$ cat config.mk
export PLATFORM = sky130hd
export DESIGN_NAME = pixel_stream_out
export DESIGN_NICKNAME = d
export VERILOG_FILES = /design/src/rtl/pixel_stream_out.sv
export SDC_FILE = /design/constraint.sdc
export NUM_CORES = 1
export LEC_CHECK = 0
export ABC_CLOCK_PERIOD_IN_PS = 2100
export CORE_UTILIZATION = 49
export DETAILED_ROUTE_END_ITERATION = 16
export PLACE_DENSITY = 0.76
export SETUP_SLACK_MARGIN = 0.15
export SKIP_CTS_REPAIR_TIMING = 1
export SLEW_MARGIN = 10
export SYNTH_ARGS = -nofsm -noshare
export SYNTH_HDL_FRONTEND = slang
export SYNTH_SLANG_ARGS = --single-unit
export TNS_END_PERCENT = 10
$ cat constraint.sdc
create_clock -name aclk -period 2.1 [get_ports aclk]
set_input_delay 0.42 -clock aclk [delete_from_list [all_inputs] [get_ports aclk]]
set_output_delay 0.42 -clock aclk [all_outputs]
set_load 0.02 [all_outputs]
$ cat src/rtl/pixel_stream_out.sv
// Pixel output stage: buffers raster pixels in a show-ahead FIFO and emits them as an
// AXI4-Stream video stream with SOF/EOL markers, raster-order checking and a frame counter.
module pixel_stream_out #(
  parameter int WIDTH  = 640,
  parameter int HEIGHT = 480,
  parameter int DEPTH  = 4
) (
  input  logic        aclk,
  input  logic        areset,
  input  logic        wen,
  input  logic [23:0] rgb_in,
  input  logic [9:0]  x_in,
  input  logic [9:0]  y_in,
  output logic        ready,
  output logic [23:0] m_tdata,
  output logic        m_tvalid,
  input  logic        m_tready,
  output logic        m_tuser,
  output logic        m_tlast,
  output logic        seq_err,
  output logic [15:0] frame_count
);

  localparam int AW = $clog2(DEPTH);
  localparam int CW = AW + 1;
  localparam logic [CW-1:0] FULL   = CW'(DEPTH);
  localparam logic [10:0]   W_LIM  = 11'(WIDTH);
  localparam logic [10:0]   H_LIM  = 11'(HEIGHT);
  localparam logic [9:0]    X_LAST = 10'(WIDTH - 1);
  localparam logic [9:0]    Y_LAST = 10'(HEIGHT - 1);

  // entry layout: {last_row, eol, sof, rgb}
  logic [26:0]   mem [DEPTH];
  logic [26:0]   head;
  logic [AW-1:0] wr_ptr;
  logic [AW-1:0] rd_ptr;
  logic [CW-1:0] count;
  logic [9:0]    exp_x;
  logic [9:0]    exp_y;
  logic          run;
  logic          accept;
  logic          in_range;
  logic          push;
  logic          pop;

  assign ready    = run && (count < FULL);
  assign accept   = wen && ready;
  assign in_range = ({1'b0, x_in} < W_LIM) && ({1'b0, y_in} < H_LIM);
  assign push     = accept && in_range;

  assign head     = mem[rd_ptr];
  assign m_tvalid = (count != '0);
  assign pop      = m_tvalid && m_tready;
  assign m_tdata  = m_tvalid ? head[23:0] : 24'd0;
  assign m_tuser  = m_tvalid && head[24];
  assign m_tlast  = m_tvalid && head[25];

  always_ff @(posedge aclk) begin
    if (push)
      mem[wr_ptr] <= {y_in == Y_LAST, x_in == X_LAST, (x_in == 10'd0) && (y_in == 10'd0), rgb_in};
  end

  always_ff @(posedge aclk or posedge areset) begin
    if (areset) begin
      run <= 1'b0;
    end else begin
      run <= 1'b1;
    end
  end

  always_ff @(posedge aclk or posedge areset) begin
    if (areset) begin
      wr_ptr <= '0;
      rd_ptr <= '0;
      count  <= '0;
    end else begin
      if (push)
        wr_ptr <= wr_ptr + 1'b1;
      if (pop)
        rd_ptr <= rd_ptr + 1'b1;
      case ({push, pop})
        2'b10:   count <= count + CW'(1);
        2'b01:   count <= count - CW'(1);
        default: count <= count;
      endcase
    end
  end

  // Expected position follows the incoming pixel, so one glitch flags once and resyncs.
  always_ff @(posedge aclk or posedge areset) begin
    if (areset) begin
      exp_x   <= '0;
      exp_y   <= '0;
      seq_err <= 1'b0;
    end else begin
      if (accept && !in_range)
        seq_err <= 1'b1;
      if (push) begin
        if ((x_in != exp_x) || (y_in != exp_y))
          seq_err <= 1'b1;
        if (x_in == X_LAST) begin
          exp_x <= '0;
          exp_y <= (y_in == Y_LAST) ? 10'd0 : y_in + 10'd1;
        end else begin
          exp_x <= x_in + 10'd1;
        end
      end
    end
  end

  always_ff @(posedge aclk or posedge areset) begin
    if (areset) begin
      frame_count <= '0;
    end else if (pop && head[25] && head[26]) begin
      frame_count <= frame_count + 16'd1;
    end
  end

endmodule

==> results of run 1 <==
worst max-delay path, stage by stage, from the launching register on:
cell	delay [ns]
sky130_fd_sc_hd__dfrtp_2	0.42
sky130_fd_sc_hd__buf_12	0.16
sky130_fd_sc_hd__buf_4	0.12
sky130_fd_sc_hd__mux4_2	0.49
sky130_fd_sc_hd__nor2b_1	0.15
sky130_fd_sc_hd__clkbuf_2	0.16
Yosys cell counts, types with 2 or more instances:
| master | number |
|---|---|
| sky130_fd_sc_hd__nand4_1 | 11 |
| sky130_fd_sc_hd__o31ai_1 | 3 |
| sky130_fd_sc_hd__nand3_1 | 15 |
| sky130_fd_sc_hd__clkbuf_1 | 8 |
| sky130_fd_sc_hd__mux4_2 | 26 |
| sky130_fd_sc_hd__edfxtp_1 | 108 |
| sky130_fd_sc_hd__nand2_1 | 23 |
| sky130_fd_sc_hd__o21ai_0 | 11 |
| sky130_fd_sc_hd__a41oi_1 | 2 |
| sky130_fd_sc_hd__nor2b_1 | 28 |
| sky130_fd_sc_hd__nor2_1 | 8 |
| sky130_fd_sc_hd__xor2_1 | 14 |
| sky130_fd_sc_hd__and4_1 | 4 |
| sky130_fd_sc_hd__xnor2_1 | 38 |
| sky130_fd_sc_hd__buf_1 | 2 |
| sky130_fd_sc_hd__buf_6 | 2 |
| sky130_fd_sc_hd__buf_2 | 7 |
| sky130_fd_sc_hd__mux2_2 | 6 |
| sky130_fd_sc_hd__nor3_1 | 6 |
| sky130_fd_sc_hd__dfrtp_1 | 45 |
| sky130_fd_sc_hd__and3_1 | 11 |
| sky130_fd_sc_hd__inv_1 | 12 |
| sky130_fd_sc_hd__o2bb2ai_1 | 5 |
| sky130_fd_sc_hd__ha_1 | 10 |
| sky130_fd_sc_hd__nand3_2 | 2 |
| sky130_fd_sc_hd__and2_1 | 3 |
| sky130_fd_sc_hd__nor4_1 | 4 |
path summary, 6_finish.rpt:
| path | depth (start not counted) | start | end | slack (ns) |
|---|---|---|---|---|
| min reg2reg | 1 | frame_count[15] | frame_count[15] | 0.47 |
| min in group aclk | 1 | frame_count[15] | frame_count[15] | 0.47 |
| max reg2reg | 6 | rd_ptr[0] | frame_count[1] | 0.05 |
| min | 2 | areset | frame_count[0] | 0.33 |
| max in group asynchronous | 3 | areset | rd_ptr[0] | 1.23 |
| max | 5 | rd_ptr[0] | m_tdata[7] | -0.24 |
stage by stage:
stage	TNS (ns)	cell area (µm²)	hold WS, ns
after global placement	-8.11	8290	0.465
after global routing	-6.89	8890	0.351
after floorplan	0	6720	0.455
after CTS	-15.28	8830	0.328
after detailed placement	-8.98	8290	0.472
final	-4.99	8890	0.325
final cells by class:
class	count	area, µm²	share of cell area [%]
Sequential cell	153	4370	49.1
Multi-Input combinational cell	242	2180	24.5
Timing Repair Buffer	168	1540	17.4
Clock buffer	18	429	4.83
Tap cell	176	220	2.48
Clock inverter	13	104	1.17
Inverter	12	45.0	0.507
cell families (layout without fill, tap and decap cells):
family          after synthesis  in the layout  synth area share [%]
other cells                   1              1                0.0563
buf+inv                      32            211                  2.33
simple gates                118            118                  9.92
xor+xnor                     52             52                  6.84
flops                       153            153                  65.6
mux                          35             35                  10.5
fa+ha+maj                    11             11                  2.18
compound gates               25             25                  2.56
where the power goes:
| group | internal, mW | switching [mW] |
|---|---|---|
| clock network | 1.61 | 1.14 |
| registers | 3.51 | 0.231 |
| logic | 1.76 | 1.64 |
| total | 6.88 | 3.01 |
flip-flops by register name, indices dropped and copies added (netlist names):
name,count
wr_ptr,2
count,3
frame_count,16
exp_y,10
mem,108
run,1
seq_err,1
rd_ptr,2
exp_x,10
per-layer routing:
layer | vias up | share of wire (%) | track usage (%)
met3 | 14 | 4.8 | 5.31
met2 | 117 | 50 | 34.5
met1 | 2063 | 44 | 25.9
li1 | 1935 | - | -
met4 | 0 | 1.5 | 7.44
met5 | - | 0 | 0
==> results.txt, run 1 <==
- The run finished, with violations left.
- Violated checks: setup timing
* Setup clock skew after layout: 0.00989 ns
- First-iteration detailed-routing DRC count: 282
- Power density of the placed cells: about 1100 nW/µm²
* Type of element launching the critical path: flip-flop
- In this run the count of I/O pins placed on the die edge is 93.
* Placed wire-length estimate: 9.29 mm
- Total power consumption of the routed design: 9.89 mW
- The critical path is of the reg2out type.
* Vias per Instance: around 5.3
- The final number of max-transition violations is 0.
- Counting flops and latches in the post-synthesis netlist gives 153.
- Synthesized cell area: 6660 µm²
- The die covers 14,100 µm².
- IR analysis of the VDD net gives a maximum drop of 656 µV.
- Standby leakage power: 3.55 nW
* Share of the clock period used by the worst path: 111%
* Number of remaining DRC errors: 0
* Core footprint: 13,200 µm²
- For this run, the share of the core covered by cells in the final layout is 67.1%.
- Area added between synthesis and finish: 33.5%
- Worst slack, placed: -0.168 ns
- Setup repair after global routing could not meet its margin everywhere.
- Counting flops with an async set or reset pin after synthesis yields a share of 29.4%.
- After filler insertion, the fill cell instance count of the layout stands at 985.
- Number of synthesized flops with an enable pin: 108
* Root buffer cell: sky130_fd_sc_hd__clkbuf_16
- At the later pin of the worst-skew pair, clock insertion delay measures 0.41 ns.
- After detailed routing, the total wire length is approximately 13 mm.
* Number of failing hold endpoints at the final stage: 0
* Post-layout instance count excluding filler cells: 782
- Setup violations remaining at the end of the flow were counted as 26.
* Site Rows: 42
- # Max-Cap Violations: 0
- The min-delay analysis places its worst path in the category in2async.
- Final layout net count: 653
- Yosys Warn Count: 0
- Die Width: 119 µm
* Synth area leaders: sky130_fd_sc_hd__edfxtp_1, sky130_fd_sc_hd__dfrtp_1, sky130_fd_sc_hd__mux4_2
- Among all flip-flop cells after synthesis, the most frequent one is sky130_fd_sc_hd__edfxtp_1.
- Antenna Cells: 0
- sky130_fd_sc_hd__edfxtp_1 takes more of the synthesized area than any other cell.
- For the worst setup path, the data required time is 1.68 ns.
- TritonCTS Buffers: 17
- Clk slew on worst S/H paths: approximately 0.06 ns
* Post-DRT Antenna Nets: 0
* Area share of the largest cell type after synthesis: between 40% and 50%
* Detailed Routing Iterations Pass 1: 4
- Synth cell types: 40
- Kind of end point of the critical path: output pin
* Number of I/O port buffers: 92
- The via count of the first global-routing pass was between 4,000 and 5,000.
- Data on the critical path arrives at its endpoint at 1.92 ns.
- First-pass GRT wire length: about 22 mm
- Headroom to the max-slew limit: 55.8%
- CTS sink count: 153
* Most common library cell in the layout ignoring fill and taps: sky130_fd_sc_hd__edfxtp_1
- Syn_nets: 486
* Total number of vias: 4,129
- The post-route netlist has between 20% and 30% of its cells at a drive strength greater than 1.
- Routability-driven placement finished with a final weighted congestion of 0.882.
- Once routing completed, OpenROAD measured the worst setup slack at -0.236 ns.
* Overall routing resource usage: a little over 20%
- Worst Max-Slew Pin Slew: 0.660 ns
- The number of placed instances, taps included, is 735.
- Max Clk Rate: 428 MHz
- Counting along the longest clock path gives a buffer depth of 2.
- Dividing the detail-routed wire length by the instance count gives 17.1 µm.
* Vertical die dimension: around 120 µm
- Starting utilization of the core area: 50.3%
- The cell count after synthesis came out at 427.
* Post-synthesis average cell area: roughly 16 µm²
* Sequential fraction of the synthesis area: 65.6%
* CTS H-tree depth: 4
- In this run the worst path has a maximum fanout of 15.
- Antenna violations before repair: 0
- TritonCTS built the clock tree.
- Overflow left after global routing: 0
- Most used cells in the layout excluding fill and tap cells: sky130_fd_sc_hd__edfxtp_1, sky130_fd_sc_hd__buf_4, sky130_fd_sc_hd__clkdlybuf4s50_1, sky130_fd_sc_hd__dfrtp_1, sky130_fd_sc_hd__xnor2_1
- Entering global routing, the biggest net connects 30 pins.
* Crit path time final: 2.34 ns
Power figures use the tool's default switching activity.
==> run 2, diff against run 1 <==
Settings changed: ABC_CLOCK_PERIOD_IN_PS 2100 to default, CELL_PAD_IN_SITES_DETAIL_PLACEMENT from default to 1, CELL_PAD_IN_SITES_GLOBAL_PLACEMENT from default to 1, CORE_MARGIN from default to 4, CORE_UTILIZATION 49 to 41, PLACE_DENSITY 0.76 to default, PLACE_DENSITY_LB_ADDON from default to 0.1.
==> run 2 against run 1 <==
The flow still finishes with violations (setup timing). Via count shrank 2.1%. Clock-buffer cell count shrank 1. Clock power grew 17%. Final cell count is 3.6% higher. Critical path depth stayed put. Non-clock buffer count fell by 12. Maximum frequency about the same. Hold slack got worse by 0.0019 ns. Clock skew is 0.0015 ns higher. Critical path type unchanged.
==> results.txt, run 2 (synthesis results as in run 1) <==
- The flow ran to the end, but the final reports show violations.
* Violated checks: setup timing
- The share of total power dissipated in combinational logic is 33.8%.
- Core footprint: 15,900 µm²
* Total I/O pin count: 93
- Setup slack on the critical path of the routed design comes to -0.237 ns.
- Type of element launching the critical path: flip-flop
- Summing all flip-flop and latch instances after layout gives 4370 µm².
* DR WL/cell: 19.1 µm
* CTS tree: yes
* Overflow left after global routing: 0
- For this run, the top clock speed supported by timing is 428 MHz.
* Reg with most FFs: mem
- The final number of max-transition violations was 0.
- Worst endpoint required time: 1.68 ns
* Footprint of the multi-input gates: about 2200 µm²
- Area added between synthesis and finish: 36.0%
- Summed over all nets, the half-perimeter wirelength after detailed placement is 10.8 mm.
* Max VDD drop: about 600 µV
- Of the total power, the share spent switching nets is 30.1%.
* Number of I/O port buffers: between 90 and 100
* Most common library cell in the layout ignoring fill and taps: sky130_fd_sc_hd__edfxtp_1
* Critical Setup Path Class: reg2out
- Internal Pwr Total: 7.36 mW
- Setup violations remaining at the end of the flow were counted as 26.
* Wire length reported by the detailed router: ~15 mm
* Worst Max-Slew Pin Slew: 0.658 ns
- The min-delay analysis places its worst path in the category in2async.
* CTS H-tree depth: 4
* First-iteration detailed-routing DRC count: 136
* Busiest layer in global routing: met2
- Global routing used 30.7% of the available met2 tracks.
- Number of remaining DRC errors: 0
* # Max-Cap Violations: 0
- The worst setup path is captured at an output pin.
- CTS sink count: approximately 150
- At the end of routability-driven placement, the weighted congestion stood at slightly below 0.8.
* Headroom to the max-slew limit: a little under three fifths
* Vias per Instance: 4.99
- Share of total power in sequential cells: 35.7%
- For the finished layout, the period the worst path requires is 2.34 ns.
- In the final layout, the share of cells above drive strength 1 is 29.1%.
- Across the routed clock network, the largest skew measured is 0.0114 ns.
- No sink is reached through more buffers than the 2 on the longest clock path.
* Worst EP arrival: 1.92 ns
- After floorplanning, the core was divided into 46 placement rows.
- The final layout contains 641 nets.
* Net switching power of the design: ~3.2 mW
- Clk Latency, worst-skew pair: around 0.41 ns
- The register with the most flip-flops in the layout has 108 of them.
* Post-DRT Antenna Nets: 0
- Antenna violations before repair: 0
- Dividing total power by cell area gives a power density of 1160 nW/µm².
- After filler insertion, the fill cell instance count of the layout stands at 1,544.
- Leading registers by flop count: mem: 108 flops, frame_count: 16 flops
- In the global route stage, met1 resource usage came out at 21.4%.
- Unrepaired setup endpoints after global routing: yes
* Total number of vias: approximately 4,000
* Overall routing resource usage: roughly 17%
* Detailed Routing Iterations Pass 1: 4
- Relative contribution of the clock network to total power: 30.5%
- Counting cells, the worst reg-to-reg path comes to 7.
- In the global route stage, met3 resource usage came out at 4.16%.
- Starting utilization of the core area: 41.9%
- Root buffer cell: sky130_fd_sc_hd__clkbuf_16
* Vertical die dimension: 135 µm
- Die Outline Area: 18,300 µm²
- Most used cells in the layout excluding fill and tap cells: sky130_fd_sc_hd__edfxtp_1, sky130_fd_sc_hd__clkdlybuf4s50_1, sky130_fd_sc_hd__buf_4, sky130_fd_sc_hd__dfrtp_1, sky130_fd_sc_hd__xnor2_1
* Pin count of the biggest net entering global routing: 30
- Number of failing hold endpoints at the final stage: 0
- The analysis attributes to cell leakage a power of approximately 3.5 nW.
- The worst path uses 111% of the clock period.
- The completed layout was analyzed and its total power is 10.5 mW.
- First-pass GRT wire length: 24.3 mm
- Vias in the first global route: 4,453
- Clk slew on worst S/H paths: roughly 0.06 ns
* Die Width: 135 µm
- Buffers inserted during clock tree synthesis total 17.
- Post-Route Utilization: 57.0%
- 0 antenna diodes ended up in the layout.
- Of all nets on the critical path, the largest fanout is 8.
## run 2: final timing paths
kind                                  from               to  slack, ns
setup / recovery                 rd_ptr[0]       m_tdata[5]      -0.24
hold / removal                      areset   frame_count[8]       0.32
setup reg to reg                 rd_ptr[0]   frame_count[1]       0.04
hold reg to reg            frame_count[15]  frame_count[15]       0.47
max in group asynchronous           areset         count[2]       1.23
min in group aclk          frame_count[15]  frame_count[15]       0.47
## run 2: layer usage
| metal | vias up | share of wire (%) |
|---|---|---|
| met5 | - | 0 |
| met4 | 0 | 1.0 |
| met3 | 10 | 3.9 |
| met2 | 83 | 53 |
| met1 | 2046 | 42 |
| li1 | 1902 | - |
## run 2: critical path: stages, from the launching register on
cell and delay (ns):
sky130_fd_sc_hd__dfrtp_2 0.42, sky130_fd_sc_hd__buf_6 0.13, sky130_fd_sc_hd__clkbuf_16 0.16, sky130_fd_sc_hd__mux4_2 0.49, sky130_fd_sc_hd__nor2b_1 0.15, sky130_fd_sc_hd__buf_4 0.16
## run 2: final cells by class
type                            count  share of cell area (%)
Sequential cell                   153                    48.3
Clock buffer                       17                    4.70
Multi-Input combinational cell    242                    24.2
Clock inverter                     14                    2.18
Inverter                           12                   0.497
Tap cell                          216                    2.98
Timing Repair Buffer              156                    17.2
## run 2: power groups by stage
stage,registers (mW),logic (mW),clock network (mW)
finish,3.76,3.56,3.22
global route,3.80,3.84,3.44
CTS,3.77,3.58,3.31
detailed placement,3.82,3.57,0
global placement,3.80,3.48,0
floorplan,3.78,2.00,0
## run 2: through the flow
step	cells	instance area (µm²)	hold WS [ns]	TNS [ns]	worst slack, ns
finish	810	9060	0.324	-5.35	-0.237
global route	810	9060	0.357	-7.40	-0.316
CTS	803	9010	0.326	-16.07	-0.659
detailed placement	772	8380	0.465	-27.51	-0.215
global placement	772	8380	0.464	-23.70	-0.190
floorplan	427	6720	0.455	0	0.122
==> run 3, diff against run 2 <==
Clock period 2.1 ns to 2.05 ns, I/O delays scaled along.
==> run 3 against run 2 <==
The flow still finishes with violations (setup timing). First-iteration DRC count up 40%. Critical path type unchanged. Largest cell class unchanged. Register-to-register slack worse by 0.17 ns. Final cell count up 0.49%. Sequential cell count unchanged. Total power fell by 2.6%. Critical endpoint is now m_tlast.
==> results.txt, run 3 (synthesis results as in run 1) <==
- Classification of the worst-slack hold path: in2async
* Starting utilization of the core area: 41.9%
- The register with the most flip-flops in the layout has approximately 110 of them.
- CTS placed an instance of sky130_fd_sc_hd__clkbuf_16 at the clock tree root.
- After detailed routing, the number of vias per cell comes to 5.01.
- First-pass GRT wire length: roughly 24 mm
- The clock tree synthesis step divided the H-tree into 4 levels.
- Setup clock skew after layout: 0.0110 ns
* Wire length reported by the detailed router: 15.2 mm
- Measured on the finished design, the core utilization comes to between 50% and 60%.
- The final hold violation count came to 0.
- Launch instance of the worst register-to-register path: rd_ptr[0]
- Reg2Reg Depth: 7
- Standby leakage power: 3.63 nW
- Overall routing resource usage: 16.9%
- Die Width: between 100 and 150 µm
- STA classifies the critical path startpoint as a flip-flop.
- Number of remaining DRC errors: 0
- The number of antenna diodes in the final layout is 0.
* Count of final setup violators: 33
- The setup path with the least slack is of type reg2out.
* Setup slack, reg-to-reg: -0.13 ns
- Post-DRT Antenna Nets: 0
* Vias in the first global route: 4,520
* Reg with most FFs: mem
* Leading registers by flop count: mem: 108 flops, frame_count: 16 flops
- For this design the top-level I/O count stands at 93.
- Final layout net count: 644
* Most used cells in the layout excluding fill and tap cells: sky130_fd_sc_hd__edfxtp_1, sky130_fd_sc_hd__buf_4, sky130_fd_sc_hd__clkdlybuf4s50_1, sky130_fd_sc_hd__dfrtp_1, sky130_fd_sc_hd__xnor2_1
- Compared with the post-synthesis result, the final layout area differs by 35.4%.
- The final number of max-transition violations is 0.
- Maximum count of clock buffers along a single path: 2
- Core footprint: 15,900 µm²
- Entering global routing, the biggest net connects 28 pins.
* Layout cells sized above 1: 30.1%
- For the worst setup path, the data required time is 1.64 ns.
- Site Rows: 46
- Once routing completed, OpenROAD measured the worst setup slack at -0.276 ns.
* Share of the clock period used by the worst path: 113%
* Crit path time final: about 2.3 ns
- IR analysis of the VDD net gives a maximum drop of 641 µV.
- Of all nets on the critical path, the largest fanout is 5.
- The worst setup path is captured at an output pin.
* Detailed Routing Iterations Pass 1: 4
- Summed over all layers, the global routing overflow is 0.
- TritonCTS built the clock tree.
* First-iteration detailed-routing DRC count: 190
- Max Clk Rate: around 430 MHz
* Number of I/O port buffers: 92
- Worst EP arrival: approximately 1.9 ns
* CTS sink count: 153
- Vertical die dimension: about 140 µm
- The endpoint identified for the worst register-to-register timing path is frame_count[1].
- The finished cells cover roughly 9000 µm².
* Violated checks: setup timing
- Power density of the placed cells: ~1100 nW/µm²
- DR WL/cell: 18.7 µm
* Most common library cell in the layout ignoring fill and taps: sky130_fd_sc_hd__edfxtp_1
- Placed wire-length estimate: roughly 11 mm
- Clk Latency, worst-skew pair: a little over 0.4 ns
- Die Outline Area: around 18,000 µm²
- The congestion estimate from routability-driven global placement came to 0.796.
* Outcome: finished with violations
* Antenna violations before repair: 0
* Clk slew on worst S/H paths: approximately 0.060 ns
- The tool flagged a number of max-cap violations equal to 0.
* Worst slack, placed: -0.218 ns
* Number of inserted filler cells in the final layout: 1,565
- Setup repair after global routing could not meet its margin everywhere.
- The routed layout has between 4,000 and 5,000 vias.
- Placed inst area: 8380 µm²
- TritonCTS Buffers: 17
- Total power consumption of the routed design: 10.3 mW
==> run 3: cell count changes in the layout (fill, tap and decap cells not counted), sizes merged <==
cell | previous run | this run
inv | 14 | 15
clkinvlp | 0 | 3
buf | 82 | 88
bufinv | 4 | 1
clkdlybuf4s50 | 59 | 48
dlymetal6s2s | 7 | 18
clkinv | 8 | 7
clkbuf | 25 | 23
==> run 3: per-layer routing <==
metal / vias up / share of wire [%] / track usage (%) / wire length, µm
met1: 2070 / 43 / 21.0 / 6570
li1: 1912 / - / - / -
met3: 11 / 4.1 / 4.16 / 631
met5: - / 0 / 0 / 0
met2: 86 / 52 / 29.5 / 7900
met4: 0 / 0.91 / 4.87 / 138
==> run 3: final cells by class <==
class / count / area [µm²] / area share [%]
inverters: 12 / 45.0 / 0.500
multi-input cells: 242 / 2230 / 24.8
flip-flops and latches: 153 / 4370 / 48.5
clock inverters: 14 / 124 / 1.37
repair buffers: 159 / 1540 / 17.1
clock buffers: 18 / 429 / 4.76
well taps: 216 / 270 / 3.00
==> run 3: how the worst max path moves through the flow <==
stage	startpoint	depth (start not counted)	endpoint	slack [ns]
after global placement	y_in[8]	6	mem[0][24]	-0.19
after global routing	rd_ptr[0]	4	m_tdata[0]	-0.33
after floorplan	y_in[7]	10	count[2]	0.08
after CTS	rd_ptr[0]	4	m_tdata[4]	-0.65
final	rd_ptr[0]	3	m_tlast	-0.28
after detailed placement	x_in[0]	6	exp_y[8]	-0.22
==> run 3: worst max-delay path, stage by stage, from the launching register on <==
cell and delay (ns):
sky130_fd_sc_hd__dfrtp_2 0.48, sky130_fd_sc_hd__mux4_1 0.64, sky130_fd_sc_hd__nor2b_1 0.18, sky130_fd_sc_hd__dlymetal6s2s_1 0.21
==> run 3: power breakdown <==
part | internal (mW) | switching, mW
Clock | 1.68 | 1.24
Sequential | 3.59 | 0.265
Combinational | 1.76 | 1.71
==> run 3: metrics by stage <==
stage                     TNS [ns]  hold WS (ns)  std cells
after floorplan                  0         0.455        427
after global placement      -18.68         0.463        778
after detailed placement    -21.37         0.476        778
after CTS                   -16.27         0.302        810
after global routing         -9.05         0.318        814
final                        -5.97         0.314        814
